File: src/rtl/mult_share_arbiter_if.sv
`default_nettype none
// +----------------------------------------------------------------------------+
// | Module   : mult_share_arbiter_if                                           |
// | Purpose  : Requester bus plus shared-multiplier handshake for the arbiter; |
// |            err exists only when MULT_ARB_TIMEOUT_EN is defined.            |
// | Revision : 1.0  initial release                                            |
// +----------------------------------------------------------------------------+
interface mult_share_arbiter_if #(
    parameter int NREQ  = 4,
    parameter int WIDTH = 4
);
    logic [NREQ-1:0]       req;
    logic [NREQ*WIDTH-1:0] md_in;
    logic [NREQ*WIDTH-1:0] mr_in;
    logic [NREQ-1:0]       gnt;
    logic [NREQ-1:0]       ack;
    logic [2*WIDTH-1:0]    prod_out;
    logic                  busy;
    logic                  mult_start;
    logic [WIDTH-1:0]      mult_md;
    logic [WIDTH-1:0]      mult_mr;
    logic                  mult_done;
    logic [2*WIDTH-1:0]    mult_prod;
`ifdef MULT_ARB_TIMEOUT_EN
    logic                  err;
`endif

    // Arbiter side
    modport slave (
        input  req, md_in, mr_in, mult_done, mult_prod,
`ifdef MULT_ARB_TIMEOUT_EN
        output err,
`endif
        output gnt, ack, prod_out, busy, mult_start, mult_md, mult_mr
    );

    // Requesters and multiplier side
    modport master (
        output req, md_in, mr_in, mult_done, mult_prod,
`ifdef MULT_ARB_TIMEOUT_EN
        input  err,
`endif
        input  gnt, ack, prod_out, busy, mult_start, mult_md, mult_mr
    );
endinterface
`default_nettype wire

File: src/rtl/mult_share_arbiter.sv
`default_nettype none
// +----------------------------------------------------------------------------+
// | Module   : mult_share_arbiter                                              |
// | Purpose  : Round-robin sharing of one start/done multiplier among NREQ     |
// |            requesters. Optional WAIT timeout via MULT_ARB_TIMEOUT_EN.      |
// | Revision : 1.0  initial release                                            |
// +----------------------------------------------------------------------------+
module mult_share_arbiter #(
    parameter int NREQ    = 4,
    parameter int WIDTH   = 4
`ifdef MULT_ARB_TIMEOUT_EN
    ,
    parameter int TIMEOUT = 32
`endif
) (
    input  wire logic           clk,
    input  wire logic           rst,
    mult_share_arbiter_if.slave bus
);

    localparam int              PW     = (NREQ > 1) ? $clog2(NREQ) : 1;
    localparam logic [PW:0]     c_NREQ = (PW+1)'(NREQ);
    localparam logic [PW-1:0]   c_LAST = PW'(NREQ - 1);

    typedef enum logic [1:0] {
        S_IDLE  = 2'd0,
        S_ISSUE = 2'd1,
        S_WAIT  = 2'd2,
        S_RESP  = 2'd3
    } state_t;

    state_t             r_state;
    state_t             w_next;

    logic [PW-1:0]      r_ptr;
    logic [PW-1:0]      r_win;
    logic [NREQ-1:0]    r_gnt;
    logic [WIDTH-1:0]   r_md;
    logic [WIDTH-1:0]   r_mr;
    logic [2*WIDTH-1:0] r_prod;

    logic               w_any;
    logic [PW-1:0]      w_win;
    logic [NREQ-1:0]    w_onehot;
    logic [WIDTH-1:0]   w_md;
    logic [WIDTH-1:0]   w_mr;
    logic [PW:0]        w_sum;
    logic               w_tmo;

    // Scan from r_ptr upward with wrap; the first asserted request wins.
    always_comb begin
        w_any    = 1'b0;
        w_win    = '0;
        w_onehot = '0;
        w_md     = '0;
        w_mr     = '0;
        w_sum    = '0;
        for (int k = 0; k < NREQ; k++) begin
            w_sum = {1'b0, r_ptr} + (PW+1)'(k);
            if (w_sum >= c_NREQ) begin
                w_sum = w_sum - c_NREQ;
            end
            if (!w_any && bus.req[w_sum[PW-1:0]]) begin
                w_any = 1'b1;
                w_win = w_sum[PW-1:0];
            end
        end
        for (int i = 0; i < NREQ; i++) begin
            if (w_any && (w_win == PW'(i))) begin
                w_onehot[i] = 1'b1;
                w_md        = bus.md_in[i*WIDTH +: WIDTH];
                w_mr        = bus.mr_in[i*WIDTH +: WIDTH];
            end
        end
    end

    always_ff @(posedge clk or posedge rst) begin
        if (rst) begin
            r_state <= S_IDLE;
        end else begin
            r_state <= w_next;
        end
    end

    always_comb begin
        w_next = r_state;
        case (r_state)
            S_IDLE:  if (w_any) w_next = S_ISSUE;
            S_ISSUE: w_next = S_WAIT;
            S_WAIT:  if (bus.mult_done || w_tmo) w_next = S_RESP;
            S_RESP:  w_next = S_IDLE;
            default: w_next = S_IDLE;
        endcase
    end

    always_ff @(posedge clk or posedge rst) begin
        if (rst) begin
            r_ptr  <= '0;
            r_win  <= '0;
            r_gnt  <= '0;
            r_md   <= '0;
            r_mr   <= '0;
            r_prod <= '0;
        end else begin
            case (r_state)
                S_IDLE: begin
                    if (w_any) begin
                        r_gnt <= w_onehot;
                        r_win <= w_win;
                        r_md  <= w_md;
                        r_mr  <= w_mr;
                    end
                end
                S_WAIT: begin
                    if (bus.mult_done) begin
                        r_prod <= bus.mult_prod;
                    end else if (w_tmo) begin
                        r_prod <= '0;
                    end
                end
                S_RESP: begin
                    r_gnt <= '0;
                    r_ptr <= (r_win == c_LAST) ? '0 : r_win + 1'b1;
                end
                default: ;
            endcase
        end
    end

`ifdef MULT_ARB_TIMEOUT_EN
    localparam int            CW         = $clog2(TIMEOUT + 1);
    localparam logic [CW-1:0] c_TMO_LAST = CW'(TIMEOUT - 1);

    logic [CW-1:0] r_cnt;
    logic          r_err;

    // r_cnt counts completed WAIT cycles; the TIMEOUT-th one without done expires.
    assign w_tmo = (r_state == S_WAIT) && (r_cnt == c_TMO_LAST);

    always_ff @(posedge clk or posedge rst) begin
        if (rst) begin
            r_cnt <= '0;
            r_err <= 1'b0;
        end else begin
            if (r_state == S_ISSUE) begin
                r_cnt <= '0;
            end else if (r_state == S_WAIT) begin
                r_cnt <= r_cnt + 1'b1;
            end
            if (r_state == S_WAIT) begin
                if (bus.mult_done) begin
                    r_err <= 1'b0;
                end else if (w_tmo) begin
                    r_err <= 1'b1;
                end
            end
        end
    end

    assign bus.err = r_err;
`else
    assign w_tmo = 1'b0;
`endif

    assign bus.gnt        = r_gnt;
    assign bus.ack        = (r_state == S_RESP) ? r_gnt : '0;
    assign bus.prod_out   = r_prod;
    assign bus.busy       = (r_state != S_IDLE);
    assign bus.mult_start = (r_state == S_ISSUE);
    assign bus.mult_md    = r_md;
    assign bus.mult_mr    = r_mr;

endmodule
`default_nettype wire
File: src/flat_wrapper.sv
// flat-port wrapper written by rule: the top's interface ports become plain ports
module mult_share_arbiter_flat 
#(
    parameter int NREQ    = 4,
    parameter int WIDTH   = 4

)
  (clk, rst, bus_req, bus_md_in, bus_mr_in, bus_mult_done, bus_mult_prod, bus_gnt, bus_ack, bus_prod_out, bus_busy, bus_mult_start, bus_mult_md, bus_mult_mr);
  mult_share_arbiter_if #(.NREQ(NREQ), .WIDTH(WIDTH)) bus_i ();
  input  wire logic clk;
  input  wire logic rst;
  input wire logic [$bits(bus_i.req)-1:0] bus_req;
  input wire logic [$bits(bus_i.md_in)-1:0] bus_md_in;
  input wire logic [$bits(bus_i.mr_in)-1:0] bus_mr_in;
  input wire logic [$bits(bus_i.mult_done)-1:0] bus_mult_done;
  input wire logic [$bits(bus_i.mult_prod)-1:0] bus_mult_prod;
  output wire logic [$bits(bus_i.gnt)-1:0] bus_gnt;
  output wire logic [$bits(bus_i.ack)-1:0] bus_ack;
  output wire logic [$bits(bus_i.prod_out)-1:0] bus_prod_out;
  output wire logic [$bits(bus_i.busy)-1:0] bus_busy;
  output wire logic [$bits(bus_i.mult_start)-1:0] bus_mult_start;
  output wire logic [$bits(bus_i.mult_md)-1:0] bus_mult_md;
  output wire logic [$bits(bus_i.mult_mr)-1:0] bus_mult_mr;
  assign bus_i.req = bus_req;
  assign bus_i.md_in = bus_md_in;
  assign bus_i.mr_in = bus_mr_in;
  assign bus_i.mult_done = bus_mult_done;
  assign bus_i.mult_prod = bus_mult_prod;
  assign bus_gnt = bus_i.gnt;
  assign bus_ack = bus_i.ack;
  assign bus_prod_out = bus_i.prod_out;
  assign bus_busy = bus_i.busy;
  assign bus_mult_start = bus_i.mult_start;
  assign bus_mult_md = bus_i.mult_md;
  assign bus_mult_mr = bus_i.mult_mr;
  mult_share_arbiter #(.NREQ(NREQ), .WIDTH(WIDTH)) u_core (.clk(clk), .rst(rst), .bus(bus_i));
endmodule
File: config.mk
export PLATFORM = sky130hd
export DESIGN_NAME = mult_share_arbiter_flat
export DESIGN_NICKNAME = d
export VERILOG_FILES = /design/src/rtl/mult_share_arbiter_if.sv /design/src/rtl/mult_share_arbiter.sv /design/src/flat_wrapper.sv
export SDC_FILE = /design/constraint.sdc
export NUM_CORES = 1
export LEC_CHECK = 0
export ABC_AREA = 0
export CELL_PAD_IN_SITES_DETAIL_PLACEMENT = 0
export CELL_PAD_IN_SITES_GLOBAL_PLACEMENT = 2
export CORE_UTILIZATION = 22
export CTS_BUF_LIST = sky130_fd_sc_hd__clkbuf_8 sky130_fd_sc_hd__clkbuf_16
export CTS_CLUSTER_SIZE = 40
export DETAILED_ROUTE_END_ITERATION = 16
export PLACE_DENSITY = 0.84
export SYNTH_ARGS = -nofsm -noshare
export SYNTH_HDL_FRONTEND = slang
export SYNTH_SLANG_ARGS = --single-unit
File: constraint.sdc
create_clock -name clk -period 1.7 [get_ports clk]
set_input_delay 0.425 -clock clk [delete_from_list [all_inputs] [get_ports clk]]
set_output_delay 0.425 -clock clk [all_outputs]
set_load 0.01 [all_outputs]
==> metrics <==
status finished with violations; failing checks DRC; Worst-Margin Slew 0.418 ns; # H-tree levels 1; NumNets Final 315; Leakage 0.00120 uW; clock network fraction of design power 0.090; RSZ-0062 raised after global routing yes; total CTS buffers 3; Seq pwr share 0.253; post-synthesis cell count 158; crit end category output pin; n_diodes 0; clk slew on worst S/H paths 0.09 ns; core area 0.00725 mm2; worst path required time 1.27 ns; Final Setup Violations 0; MaxCap Viol Count 0; Worst R2R Path Depth 9; asr flop ratio synth 1.00; Power Density 1580 mW/mm2; die height 88.5 um; met1 Use GR 0.180; cell area after synthesis 0.00165 mm2; crit path DAT 1.23 ns; num rows 31; crit path kind reg -> out; synth warn 0; post-synthesis cell type count 38; layout cells sized above 1 0.345; fin crit share 0.972; overall routed net length 5310 um; TNS Setup 0 ns; Sw Share 0.383; total grt overflow 0; Iter 0 DRT Violations 89; routed wire length per instance 14.8 um; port buffer count 72; vias in the first global route 1746; ANT nets after route 0; Syn-to-layout area delta 73.9%; Gate power share 0.657; gpl congestion 0.837; Yosys reg bits 26; met2 Use GR 0.248; clock sink total 26; Starting Density 0.227; worst rel slew slack 0.721; top cells by area, synth dfrtp_1, a2bb2oi_2, mux2_2, a21oi_2, ha_1; DR vias 1661; Compound-Gate Fraction of Synth Area 0.333; GR peak layer met2; mux contribution to synthesized area 0.0607; Period minus WS final 1.65 ns; clk_lat worst skew 0.27 ns; Slew Limit Fails 0; most frequent cells in the layout clkdlybuf4s50_1, dfrtp_1, buf_4; Max Fclk 605 MHz; Synth Flop Type dfrtp_1; global-route wire length before repair 8650 um; Final Hold Viols 0; die area 0.00784 mm2; Final HPWL DP 3710 um; Psw 1730 uW; skew final 0.00363 ns; share of the synthesized area in the top cell type 0.395; placed cell count 346; DRT Pass-1 Iters 10; dominant cell type by area after synthesis dfrtp_1; CTS tree yes; sequential element share of the synthesized area 0.395; R2R Setup Slk 0.09 ns; Post-synth EDFFs 0; Max FO, Critical Path 5; Worst Hold Class in -> async; Via density 4.61; Internal Power 2790 uW; fin cells 360; Worst VDD drop 0.000624 V; Max Root-Sink Buffers 2; Remaining DRCs 2; Avg Inst Size Synth 10.4 um2; largest family of logic cells by synthesized area compound AO/OA/AOI/OAI gates; root buffer cell clkbuf_8; GRT Util Overall 0.142; commonest non-fill, non-tap cell in the layout clkdlybuf4s50_1; largest net degree at the start of global routing 27; Mapped Nets 211; Die X 88.5 um; met3 Usage GRT 0.0420; CP Launch Type flop; Adder-Cell Fraction of Synth Area 0.0456; Synth Area in XOR/XNOR 0; initial antenna violation count 0; I/O pin cnt 73; Synth Area in Simple Gates 0.116
synth_stat cells (all sizes together) (2+ instances only):
cell	instances
a2bb2oi	8
a21oi	19
and2	5
o31ai	2
o22ai	8
dfrtp	26
o311ai	8
nand2	11
o21ai	10
ha	6
a22o	2
and3	2
clkbuf	3
inv	8
nor2b	4
mux2	8
nor2	13
buf	5
power groups by stage:
stage / sequential (uW) / combinational [uW] / clock, uW
4_1_cts: 1140 / 2930 / 433
3_5_place_dp: 1160 / 2700 / 0
6_report: 1140 / 2970 / 407
5_1_grt: 1180 / 3240 / 449
3_3_place_gp: 1160 / 2670 / 0
2_1_floorplan: 1240 / 1350 / 0
worst max-delay path: stages (launching register included):
cell	delay, ns
dfrtp_1	0.41
buf_6	0.13
ha_4	0.16
and2_1	0.13
buf_2	0.13
routing by layer:
layer	wire, um	part of all wire
met5	0	0
met4	34	0.0064
met3	399	0.075
met2	2680	0.50
met1	2200	0.41
registers in the layout (all words and copies together) (netlist names):
name                 cells
u_core.bus.gnt           4
u_core.bus.mult_mr       4
u_core.r_ptr             2
u_core.r_state           2
u_core.r_win             2
u_core.bus.prod_out      8
u_core.bus.mult_md       4
cell type report:
class	instances	area, um2
clock buffer	4	55.1
fill	748	4390
inverter	8	30.0
multi-input combinational	119	1020
sequential	26	651
tap	99	124
timing repair buffer	104	981
timing repair:
action	CTS	global route
endpoints found under the setup margin	17	26
pin swaps	4	3
setup buffers	6	1
resized for setup	41	10
hold buffers	0	0
gates cloned	3	0
logic make-up after synthesis:
kind of cell / Yosys count
AOI/OAI and AO/OA: 64
DFF: 26
muxes: 9
buffers and inverters: 16
and+or+nand+nor: 37
adders and majority gates: 6
path summary, 6_finish.rpt:
check	end	startpoint
worst max-delay path	bus_ack[1]	u_core.r_state[1]$_DFFE_PP0P_
worst min-delay path	u_core.bus.prod_out[2]$_DFFE_PP0P_	rst
worst max register to register	u_core.bus.mult_mr[3]$_DFFE_PP0P_	u_core.r_state[1]$_DFFE_PP0P_
worst min register to register	u_core.bus.prod_out[2]$_DFFE_PP0P_	u_core.bus.prod_out[2]$_DFFE_PP0P_
max in group asynchronous	u_core.r_state[0]$_DFFE_PP0P_	rst
min in group clk	u_core.bus.prod_out[2]$_DFFE_PP0P_	u_core.bus.prod_out[2]$_DFFE_PP0P_
through the flow:
stage	utilization	setup WS, ns	total power [uW]	area, um2	hold slack, ns
2_1_floorplan	-	0.0399	2590	1650	0.451
3_3_place_gp	0.366	-0.384	3830	2650	0.483
3_5_place_dp	0.366	-0.439	3860	2650	0.497
4_1_cts	0.388	0.00102	4500	2820	0.518
5_1_grt	0.395	-0.0322	4870	2870	0.531
6_report	0.395	0.0468	4520	2870	0.509
Note: power is estimated with default switching activity, not from simulation.
